**src/rtl/regex_memory_arbiter.sv**
```systemverilog
`default_nettype none
// ----------------------------------------------------------------------------
// regex_memory_arbiter: shares one instruction BRAM between round-robin CPU fetches
// and host program-load writes.                                     Rev 1.0
// ----------------------------------------------------------------------------
module regex_memory_arbiter #(
  parameter int CPU_COUNT         = 4,
  parameter int CPU_ID_BITS       = 2,
  parameter int MEMORY_WIDTH      = 20,
  parameter int MEMORY_ADDR_WIDTH = 11
) (
  input  logic                                   clk,
  input  logic                                   rst,
  input  logic [CPU_COUNT-1:0]                   cpu_memory_valid,
  input  logic [CPU_COUNT*MEMORY_ADDR_WIDTH-1:0] cpu_memory_addr,
  output logic [CPU_COUNT-1:0]                   cpu_memory_ready,
  output logic [MEMORY_WIDTH-1:0]                cpu_memory_data,
  input  logic                                   host_write_valid,
  input  logic [MEMORY_ADDR_WIDTH-1:0]           host_write_addr,
  input  logic [MEMORY_WIDTH-1:0]                host_write_data,
  output logic                                   host_write_ready,
  output logic                                   bram_en,
  output logic                                   bram_we,
  output logic [MEMORY_ADDR_WIDTH-1:0]           bram_addr,
  output logic [MEMORY_WIDTH-1:0]                bram_wdata,
  input  logic [MEMORY_WIDTH-1:0]                bram_rdata,
  output logic [CPU_ID_BITS-1:0]                 grant_id,
  output logic                                   busy
);

  localparam logic [2:0] S_IDLE       = 3'd0;
  localparam logic [2:0] S_WRITE      = 3'd1;
  localparam logic [2:0] S_READ_ISSUE = 3'd2;
  localparam logic [2:0] S_READ_WAIT  = 3'd3;
  localparam logic [2:0] S_RESPOND    = 3'd4;

  logic [2:0]                   state_q, state_d;
  logic [CPU_ID_BITS-1:0]       rr_pointer_q, rr_pointer_d;
  logic                         host_last_q, host_last_d;
  logic [CPU_COUNT-1:0]         cpu_memory_ready_q, cpu_memory_ready_d;
  logic [MEMORY_WIDTH-1:0]      cpu_memory_data_q, cpu_memory_data_d;
  logic                         host_write_ready_q, host_write_ready_d;
  logic                         bram_en_q, bram_en_d;
  logic                         bram_we_q, bram_we_d;
  logic [MEMORY_ADDR_WIDTH-1:0] bram_addr_q, bram_addr_d;
  logic [MEMORY_WIDTH-1:0]      bram_wdata_q, bram_wdata_d;
  logic [CPU_ID_BITS-1:0]       grant_id_q, grant_id_d;
  logic                         busy_q, busy_d;

  logic [MEMORY_ADDR_WIDTH-1:0] cpu_addr [CPU_COUNT];
  logic [CPU_ID_BITS-1:0]       arb_ptr;
  logic                         arb_host_last;
  logic [CPU_ID_BITS-1:0]       cand_id;
  logic [CPU_ID_BITS-1:0]       win_id;
  logic                         win_found;
  logic                         decide;
  logic                         take_write;
  logic                         take_read;

  generate
    for (genvar i = 0; i < CPU_COUNT; i++) begin : g_addr_unpack
      assign cpu_addr[i] = cpu_memory_addr[i*MEMORY_ADDR_WIDTH +: MEMORY_ADDR_WIDTH];
    end
  endgenerate

  // RESPOND arbitrates as if already back in IDLE, using the pointer and
  // host_last values it is about to commit; this sustains one fetch per 3 cycles.
  assign decide        = (state_q == S_IDLE) || (state_q == S_RESPOND);
  assign arb_ptr       = (state_q == S_RESPOND) ? grant_id_q + CPU_ID_BITS'(1) : rr_pointer_q;
  assign arb_host_last = (state_q == S_RESPOND) ? 1'b0 : host_last_q;

  always_comb begin
    win_found = 1'b0;
    win_id    = '0;
    cand_id   = '0;
    for (int off = 0; off < CPU_COUNT; off++) begin
      cand_id = arb_ptr + CPU_ID_BITS'(off);
      if (!win_found && cpu_memory_valid[cand_id]) begin
        win_found = 1'b1;
        win_id    = cand_id;
      end
    end
  end

  assign take_write = host_write_valid && (!arb_host_last || !win_found);
  assign take_read  = !take_write && win_found;

  always_comb begin
    state_d            = state_q;
    rr_pointer_d       = rr_pointer_q;
    host_last_d        = host_last_q;
    cpu_memory_ready_d = '0;
    cpu_memory_data_d  = cpu_memory_data_q;
    host_write_ready_d = 1'b0;
    bram_en_d          = 1'b0;
    bram_we_d          = 1'b0;
    bram_addr_d        = bram_addr_q;
    bram_wdata_d       = bram_wdata_q;
    grant_id_d         = grant_id_q;

    case (state_q)
      S_WRITE: begin
        host_write_ready_d = 1'b1;
        host_last_d        = 1'b1;
        state_d            = S_IDLE;
      end
      S_READ_ISSUE: begin
        state_d = S_READ_WAIT;
      end
      S_READ_WAIT: begin
        cpu_memory_data_d              = bram_rdata;
        cpu_memory_ready_d[grant_id_q] = 1'b1;
        state_d                        = S_RESPOND;
      end
      S_RESPOND: begin
        rr_pointer_d = grant_id_q + CPU_ID_BITS'(1);
        host_last_d  = 1'b0;
        state_d      = S_IDLE;
      end
      default: begin
        state_d = S_IDLE;
      end
    endcase

    if (decide) begin
      if (take_write) begin
        state_d      = S_WRITE;
        bram_en_d    = 1'b1;
        bram_we_d    = 1'b1;
        bram_addr_d  = host_write_addr;
        bram_wdata_d = host_write_data;
      end else if (take_read) begin
        state_d     = S_READ_ISSUE;
        bram_en_d   = 1'b1;
        bram_addr_d = cpu_addr[win_id];
        grant_id_d  = win_id;
      end
    end

    busy_d = (state_d != S_IDLE);
  end

  always_ff @(posedge clk or negedge rst) begin
    if (!rst) begin
      state_q            <= S_IDLE;
      rr_pointer_q       <= '0;
      host_last_q        <= 1'b0;
      cpu_memory_ready_q <= '0;
      cpu_memory_data_q  <= '0;
      host_write_ready_q <= 1'b0;
      bram_en_q          <= 1'b0;
      bram_we_q          <= 1'b0;
      bram_addr_q        <= '0;
      bram_wdata_q       <= '0;
      grant_id_q         <= '0;
      busy_q             <= 1'b0;
    end else begin
      state_q            <= state_d;
      rr_pointer_q       <= rr_pointer_d;
      host_last_q        <= host_last_d;
      cpu_memory_ready_q <= cpu_memory_ready_d;
      cpu_memory_data_q  <= cpu_memory_data_d;
      host_write_ready_q <= host_write_ready_d;
      bram_en_q          <= bram_en_d;
      bram_we_q          <= bram_we_d;
      bram_addr_q        <= bram_addr_d;
      bram_wdata_q       <= bram_wdata_d;
      grant_id_q         <= grant_id_d;
      busy_q             <= busy_d;
    end
  end

  assign cpu_memory_ready = cpu_memory_ready_q;
  assign cpu_memory_data  = cpu_memory_data_q;
  assign host_write_ready = host_write_ready_q;
  assign bram_en          = bram_en_q;
  assign bram_we          = bram_we_q;
  assign bram_addr        = bram_addr_q;
  assign bram_wdata       = bram_wdata_q;
  assign grant_id         = grant_id_q;
  assign busy             = busy_q;

endmodule
`default_nettype wire

```
**config.mk**
```make
export PLATFORM = sky130hd
export DESIGN_NAME = regex_memory_arbiter
export DESIGN_NICKNAME = d
export VERILOG_FILES = /design/src/rtl/regex_memory_arbiter.sv
export SDC_FILE = /design/constraint.sdc
export NUM_CORES = 1
export LEC_CHECK = 0
export BUFFER_PORTS_ARGS = -buffer_cell sky130_fd_sc_hd__buf_2
export CAP_MARGIN = 20
export CORE_MARGIN = 5
export CORE_UTILIZATION = 45
export DETAILED_ROUTE_END_ITERATION = 6
export GPL_ROUTABILITY_DRIVEN = 0
export GPL_TIMING_DRIVEN = 0
export HOLD_SLACK_MARGIN = 0.03
export PLACE_DENSITY = 0.8
export SYNTH_ARGS = -nofsm -noshare
export SYNTH_HDL_FRONTEND = slang
export SYNTH_SLANG_ARGS = --single-unit
```
**constraint.sdc**
```tcl
create_clock -name clk -period 2.4 [get_ports clk]
set_input_delay 0.36 -clock clk [delete_from_list [all_inputs] [get_ports clk]]
set_output_delay 0.36 -clock clk [all_outputs]
set_load 0.005 [all_outputs]
```
# Word-level counts from Yosys, hierarchy flattened
# Index checks and enable logic that the tools add are counted.
# word_totals
output_inout_bits	61
in_bits	102
reg_bits	67
word_cells	87
# classes
add_sub_neg	4
mux	37
order_cmp	7
n_reduce_logical	21
bitwise_logic	2
eq_ne	4
# op_table
cell	n
$mux W11	4
$bmux W11 S2	1
$mux W1	16
$lt A2 B3 Y1 const B	5
$mux W2	5
$mux W3	3
$bmux W1 S2	4
$eq A3 B2 Y1 const B	2
$logic_and A1 B1 Y1	6
$logic_not A1 Y1	6
$pmux W3 S2	1
$add A2 B1 Y2 const B	2
$add A2 B2 Y2 const B	2
$mux W4	1
$reduce_and A2 Y1	2
$reduce_bool A2 Y1	2
$eq A3 B1 Y1 const B	1
$eq A3 B3 Y1 const B	1
$ge A3 B3 Y1 const B	1
$logic_not A3 Y1	1
$not A2 Y3	1
$reduce_and A3 Y1	1
$reduce_bool A3 Y1	1
$demux W1 S2	1
4 further kinds	5

# Depth between registers and ports, before layout
# depth
word_depth	23
ltp_mapped	9
depth_no_buf	7

# Worst setup path after synthesis
# Ideal clock, no wire load.
# synth_path
path_kind	register -> register
start	register grant_id_q[0] (netlist: grant_id[0])
end	register bram_addr_q[0] (netlist: bram_addr[0])
t_required_ns	2.258
n_path_buf	2
stages_incl_launch_ff	10
synth_period_minus_slack_ns	2.239
slack_ns	0.161
arrival_ns	2.096
setup_time_ns	0.142
path_cell_list	dfrtp_1 -> inv_1 -> ha_1 -> and3_1 -> o311ai_1 -> o221a_1 -> buf_6 -> buf_6 -> mux2i_1 -> o221ai_1
# synth_between
elab_chain_cells	21
word_cells_on_any_way	40
cone_classes	4 x add/sub; 22 x mux; 1 x bitwise; 13 x reduce/logical
# synth_rtl
item	line	rtl
from (decl)	47	logic [CPU_ID_BITS-1:0] grant_id_q, grant_id_d;
from (signal assigned)	168	grant_id_q <= grant_id_d;
$add A2 B1 Y2 (*)	69	assign arb_ptr = (state_q == S_RESPOND) ? grant_id_q + CPU_ID_BITS'(1) : rr_pointer_q;
$mux W2 (*)	--	
branches (longest 19 deep; another with $add A2 B1 Y2)	--	
to (signal assigned)	166	bram_addr_q <= bram_addr_d;
to (decl)	45	logic [MEMORY_ADDR_WIDTH-1:0] bram_addr_q, bram_addr_d;
# Mark *: on every way between the ends. The select of a mux whose other input is x is not followed.
# A chain may end at the register's enable or synchronous reset.

# Final worst setup path
# layout_path
start	register state_q[1]
end	register bram_addr_q[3] (netlist: bram_addr[3])
# layout_between
elab_chain_cells	21
word_cells_on_any_way	44
cone_classes	3 x add/sub; 1 x eq/ne; 23 x mux; 1 x bitwise; 16 x reduce/logical
# layout_rtl
item	line	rtl
from (decl)	37	logic [2:0] state_q, state_d;
from (signal assigned)	158	state_q <= state_d;
branches (longest 21 deep; another with $add A2 B1 Y2)	--	
# Several ways; the timed one is not identified. The select of a mux whose other input is x is not followed.

==> summary.md <==
| Metric | Value |
|---|---|
| Status | `complete, no violations` |
| Die width | `91.9 um` |
| GRT busiest layer | `met2` |
| Mapped Cells | `266` |
| Crit path cell chain | `or3b_1, buf_6, or3_1, o311ai_2, o21ai_2, or3_4, buf_6, o221ai_1` |
| Pleak | `2.29 nW` |
| First-pass GRT wire length | `13.0 mm` |
| CTS tree | `done` |
| Max cap viols | `0` |
| Largest net degree at the start of global routing | `68` |
| GRT Util Overall | `19.0%` |
| Layout Area Growth over Synthesis | `40.6%` |
| Port Buf Inserts | `162` |
| Synthesized area per cell | `11.4 um2` |
| FF+latch count, synth | `67` |
| Minimum clock period | `2310 ps` |
| Critical Path Start | `state_q[1]$_DFF_PN0_` |
| Highest Clock Rate | `433 MHz` |
| WP data required | `2640 ps` |
| R2r setup slk | `90 ps` |
| Psw | `1.83 mW` |
| # hold bufs at CTS | `0` |
| CP max-delay cell | `dfrtp_2` |
| Antenna violations before repair | `0` |
| Die area | `8450 um2` |
| Routed vias/inst | `4.97` |
| Synthesized Nets | `372` |
| Yosys Warn Count | `0` |
| Root Driver | `clkbuf_8` |
| Via Count | `2624` |
| Met1 usage | `23.3%` |
| Skew-Pair Late Insertion Delay | `330 ps` |
| Fin util | `66.1%` |
| Die height | `91.9 um` |
| CTS Sinks | `67` |
| Crit start category | `register` |
| Synth area leader | `dfrtp_1` |
| Most frequent cells in the layout | `buf_2, nand2_1, dfrtp_1, mux2_2, mux2i_1` |
| WP buf/inv | `2` |
| PD cells | `1220 nW/um2` |
| Post-Layout Cell Count | `528` |
| GRT met2 Usage | `32.4%` |
| R2r endpoint | `bram_addr[3]$_DFFE_PN0P_` |
| Routed length per instance | `15.1 um` |
| I/O Pins | `163` |
| RSZ-0062 raised after global routing | `false` |
| Hold WC Path Type | `input port to asynchronous set/reset pin` |
| Dpl cells | `505` |
| Nets | `552` |
| Met3 usage | `3.93%` |
| Routed WL | `7.98 mm` |
| Cell Rows | `29` |
| Peak supply drop | `630 uV` |
| Setup Skew | `9.13 ps` |
| Yosys cell types | `35` |
| Combinational power share | `45.1%` |
| Drt pass-1 iters | `4` |
| GR Overflow Total | `0` |
| Final Hold Viols | `0` |
| Number of global-route vias before repair | `2729` |
| Total power | `5.19 mW` |
| Commonest non-fill, non-tap cell in the layout | `buf_2` |
| Num CTS Buffers | `9` |
| Setup Viol. Count Final | `0` |
| Core area | `6420 um2` |
| Clock transition at path regs | `70 ps` |
| Clk buf depth | `2` |
| R2R depth | `8` |
| Internal power | `3.36 mW` |
| Starting density of the core | `47.0%` |
| Slew HR | `46.1%` |
| Delay-heaviest family, CP | `simple AND/OR/NAND/NOR gates` |
| Share of cells above drive strength 1 | `51.0%` |
| CTS H-tree depth | `3` |
| Setup Crit Path Kind | `register to register` |
| Sw frac | `35.3%` |
| DP HPWL | `6.05 mm` |
| Sequential share of power | `37.4%` |
| Worst Path Arrival | `2550 ps` |
| Worst R2R Start | `state_q[1]$_DFF_PN0_` |
| Area contributors post-synth | `dfrtp_1, nand2_1, mux2_2` |
| Initial DRC count | `89` |
| Crit share post-route | `96.2%` |
| Clock Power Share | `17.5%` |
| # DRC | `0` |
| Sequential fraction of the synthesis area | `55.5%` |
| ANT nets after route | `0` |
| Crit. End Element | `register` |
| Max Slew Vio Count | `0` |
| Worst slew pin tran | `808 ps` |
| Diode count | `0` |
| Post-synth top area share | `55.5%` |
| Fill count | `523` |
| Worst-path fanout max | `10` |
| Crit path largest cell delay | `430 ps` |
| CP most frequent cell | `buf_6` |
| Synthesized cell area | `3020 um2` |
[state kept, by name, indices dropped and copies added (netlist names)]
signal            count
cpu_memory_data      20
bram_addr            11
busy                  1
bram_en               1
bram_wdata           20
host_write_ready      1
host_last_q           1
cpu_memory_ready      4
grant_id              2
rr_pointer_q          2
state_q               3
bram_we               1
[synthesized netlist by cell type]
| library cell | n |
|---|---|
| dfrtp_1 | 67 |
| nand2_1 | 66 |
| mux2i_1 | 22 |
| mux2_2 | 21 |
| a22oi_1 | 12 |
| inv_1 | 11 |
| o221ai_1 | 11 |
| buf_6 | 5 |
| clkbuf_1 | 5 |
| and2_1 | 4 |
| ha_1 | 4 |
| nor2_1 | 4 |
| o21ai_0 | 4 |
| and3_1 | 3 |
| a21oi_1 | 2 |
| buf_1 | 2 |
| buf_2 | 2 |
| mux2i_2 | 2 |
| nand3_1 | 2 |
| o21bai_1 | 2 |
| a31oi_1 | 1 |
| nand3b_1 | 1 |
| nor3_1 | 1 |
| nor3b_1 | 1 |
| o211ai_1 | 1 |
| o21a_1 | 1 |
| o21ai_2 | 1 |
| o221a_1 | 1 |
| o22ai_1 | 1 |
| o311ai_1 | 1 |
| o311ai_2 | 1 |
| or3_1 | 1 |
| or3_4 | 1 |
| or3b_1 | 1 |
| or4_1 | 1 |
[power groups by stage]
stage               logic, mW  registers (mW)  clock network [mW]
floorplan                1.22            2.01                   0
CTS                      2.22            1.94               0.942
detailed placement       2.16            1.98                   0
global route             2.61            2.01                1.00
global placement         2.09            1.95                   0
finish                   2.34            1.94               0.910
[worst max path at each step]
stage / endpoint / slack [ps] / cells past startpoint
after floorplan: bram_addr[0]$_DFFE_PN0P_ / 160 / 9
after global placement: bram_addr[0]$_DFFE_PN0P_ / -110 / 9
after detailed placement: bram_addr[3]$_DFFE_PN0P_ / -200 / 9
after CTS: bram_addr[3]$_DFFE_PN0P_ / 3 / 9
after global routing: bram_addr[4]$_DFFE_PN0P_ / 2 / 9
final: bram_addr[3]$_DFFE_PN0P_ / 90 / 8
[worst register-to-register path, stage by stage (launching register included)]
cell,delay (ps)
dfrtp_2,430
or3b_1,400
buf_6,150
or3_1,320
o311ai_2,100
o21ai_2,110
or3_4,360
buf_6,160
o221ai_1,210
[layout make-up]
cell class	instances	area [um2]	area share, %
Clock inverter	5	52.6	1.24
Buffer	14	114	2.68
Clock buffer	11	141	3.33
Tap cell	77	96.3	2.27
Timing Repair Buffer	169	866	20.4
Inverter	11	41.3	0.973
Multi-Input combinational cell	174	1250	29.5
Sequential cell	67	1680	39.6
[layer usage]
layer  vias up  wire (um)
met2        97       4090
met1      1222       3210
met5         -          0
met3        14        483
li1       1291          -
met4         0        203
[cells by family after synthesis]
family / share of synthesized area (%)
AND/OR/NAND/NOR: 12.3
adder cells (fa/ha/maj): 1.66
multiplexers: 16.0
AO/OA/AOI/OAI: 10.1
flip-flops: 55.5
buffers and inverters: 4.43
[metrics by stage]
stage	setup TNS [ps]	setup WS, ps	instance area [um2]	hold WS [ps]
after floorplan	0	161	3020	64.4
after global placement	-1080	-105	3930	454
after detailed placement	-2360	-203	3930	458
after CTS	0	2.57	4140	152
after global routing	0	2.38	4240	201
final	0	90.3	4240	130
[repair_timing]
item / CTS / global route
cloned: 0 / 0
setup buffers: 2 / 5
pin swaps: 0 / 3
setup endpoints to repair: 11 / 12
gates resized for setup: 3 / 17
No activity file was read; power rests on OpenSTA's default activity.
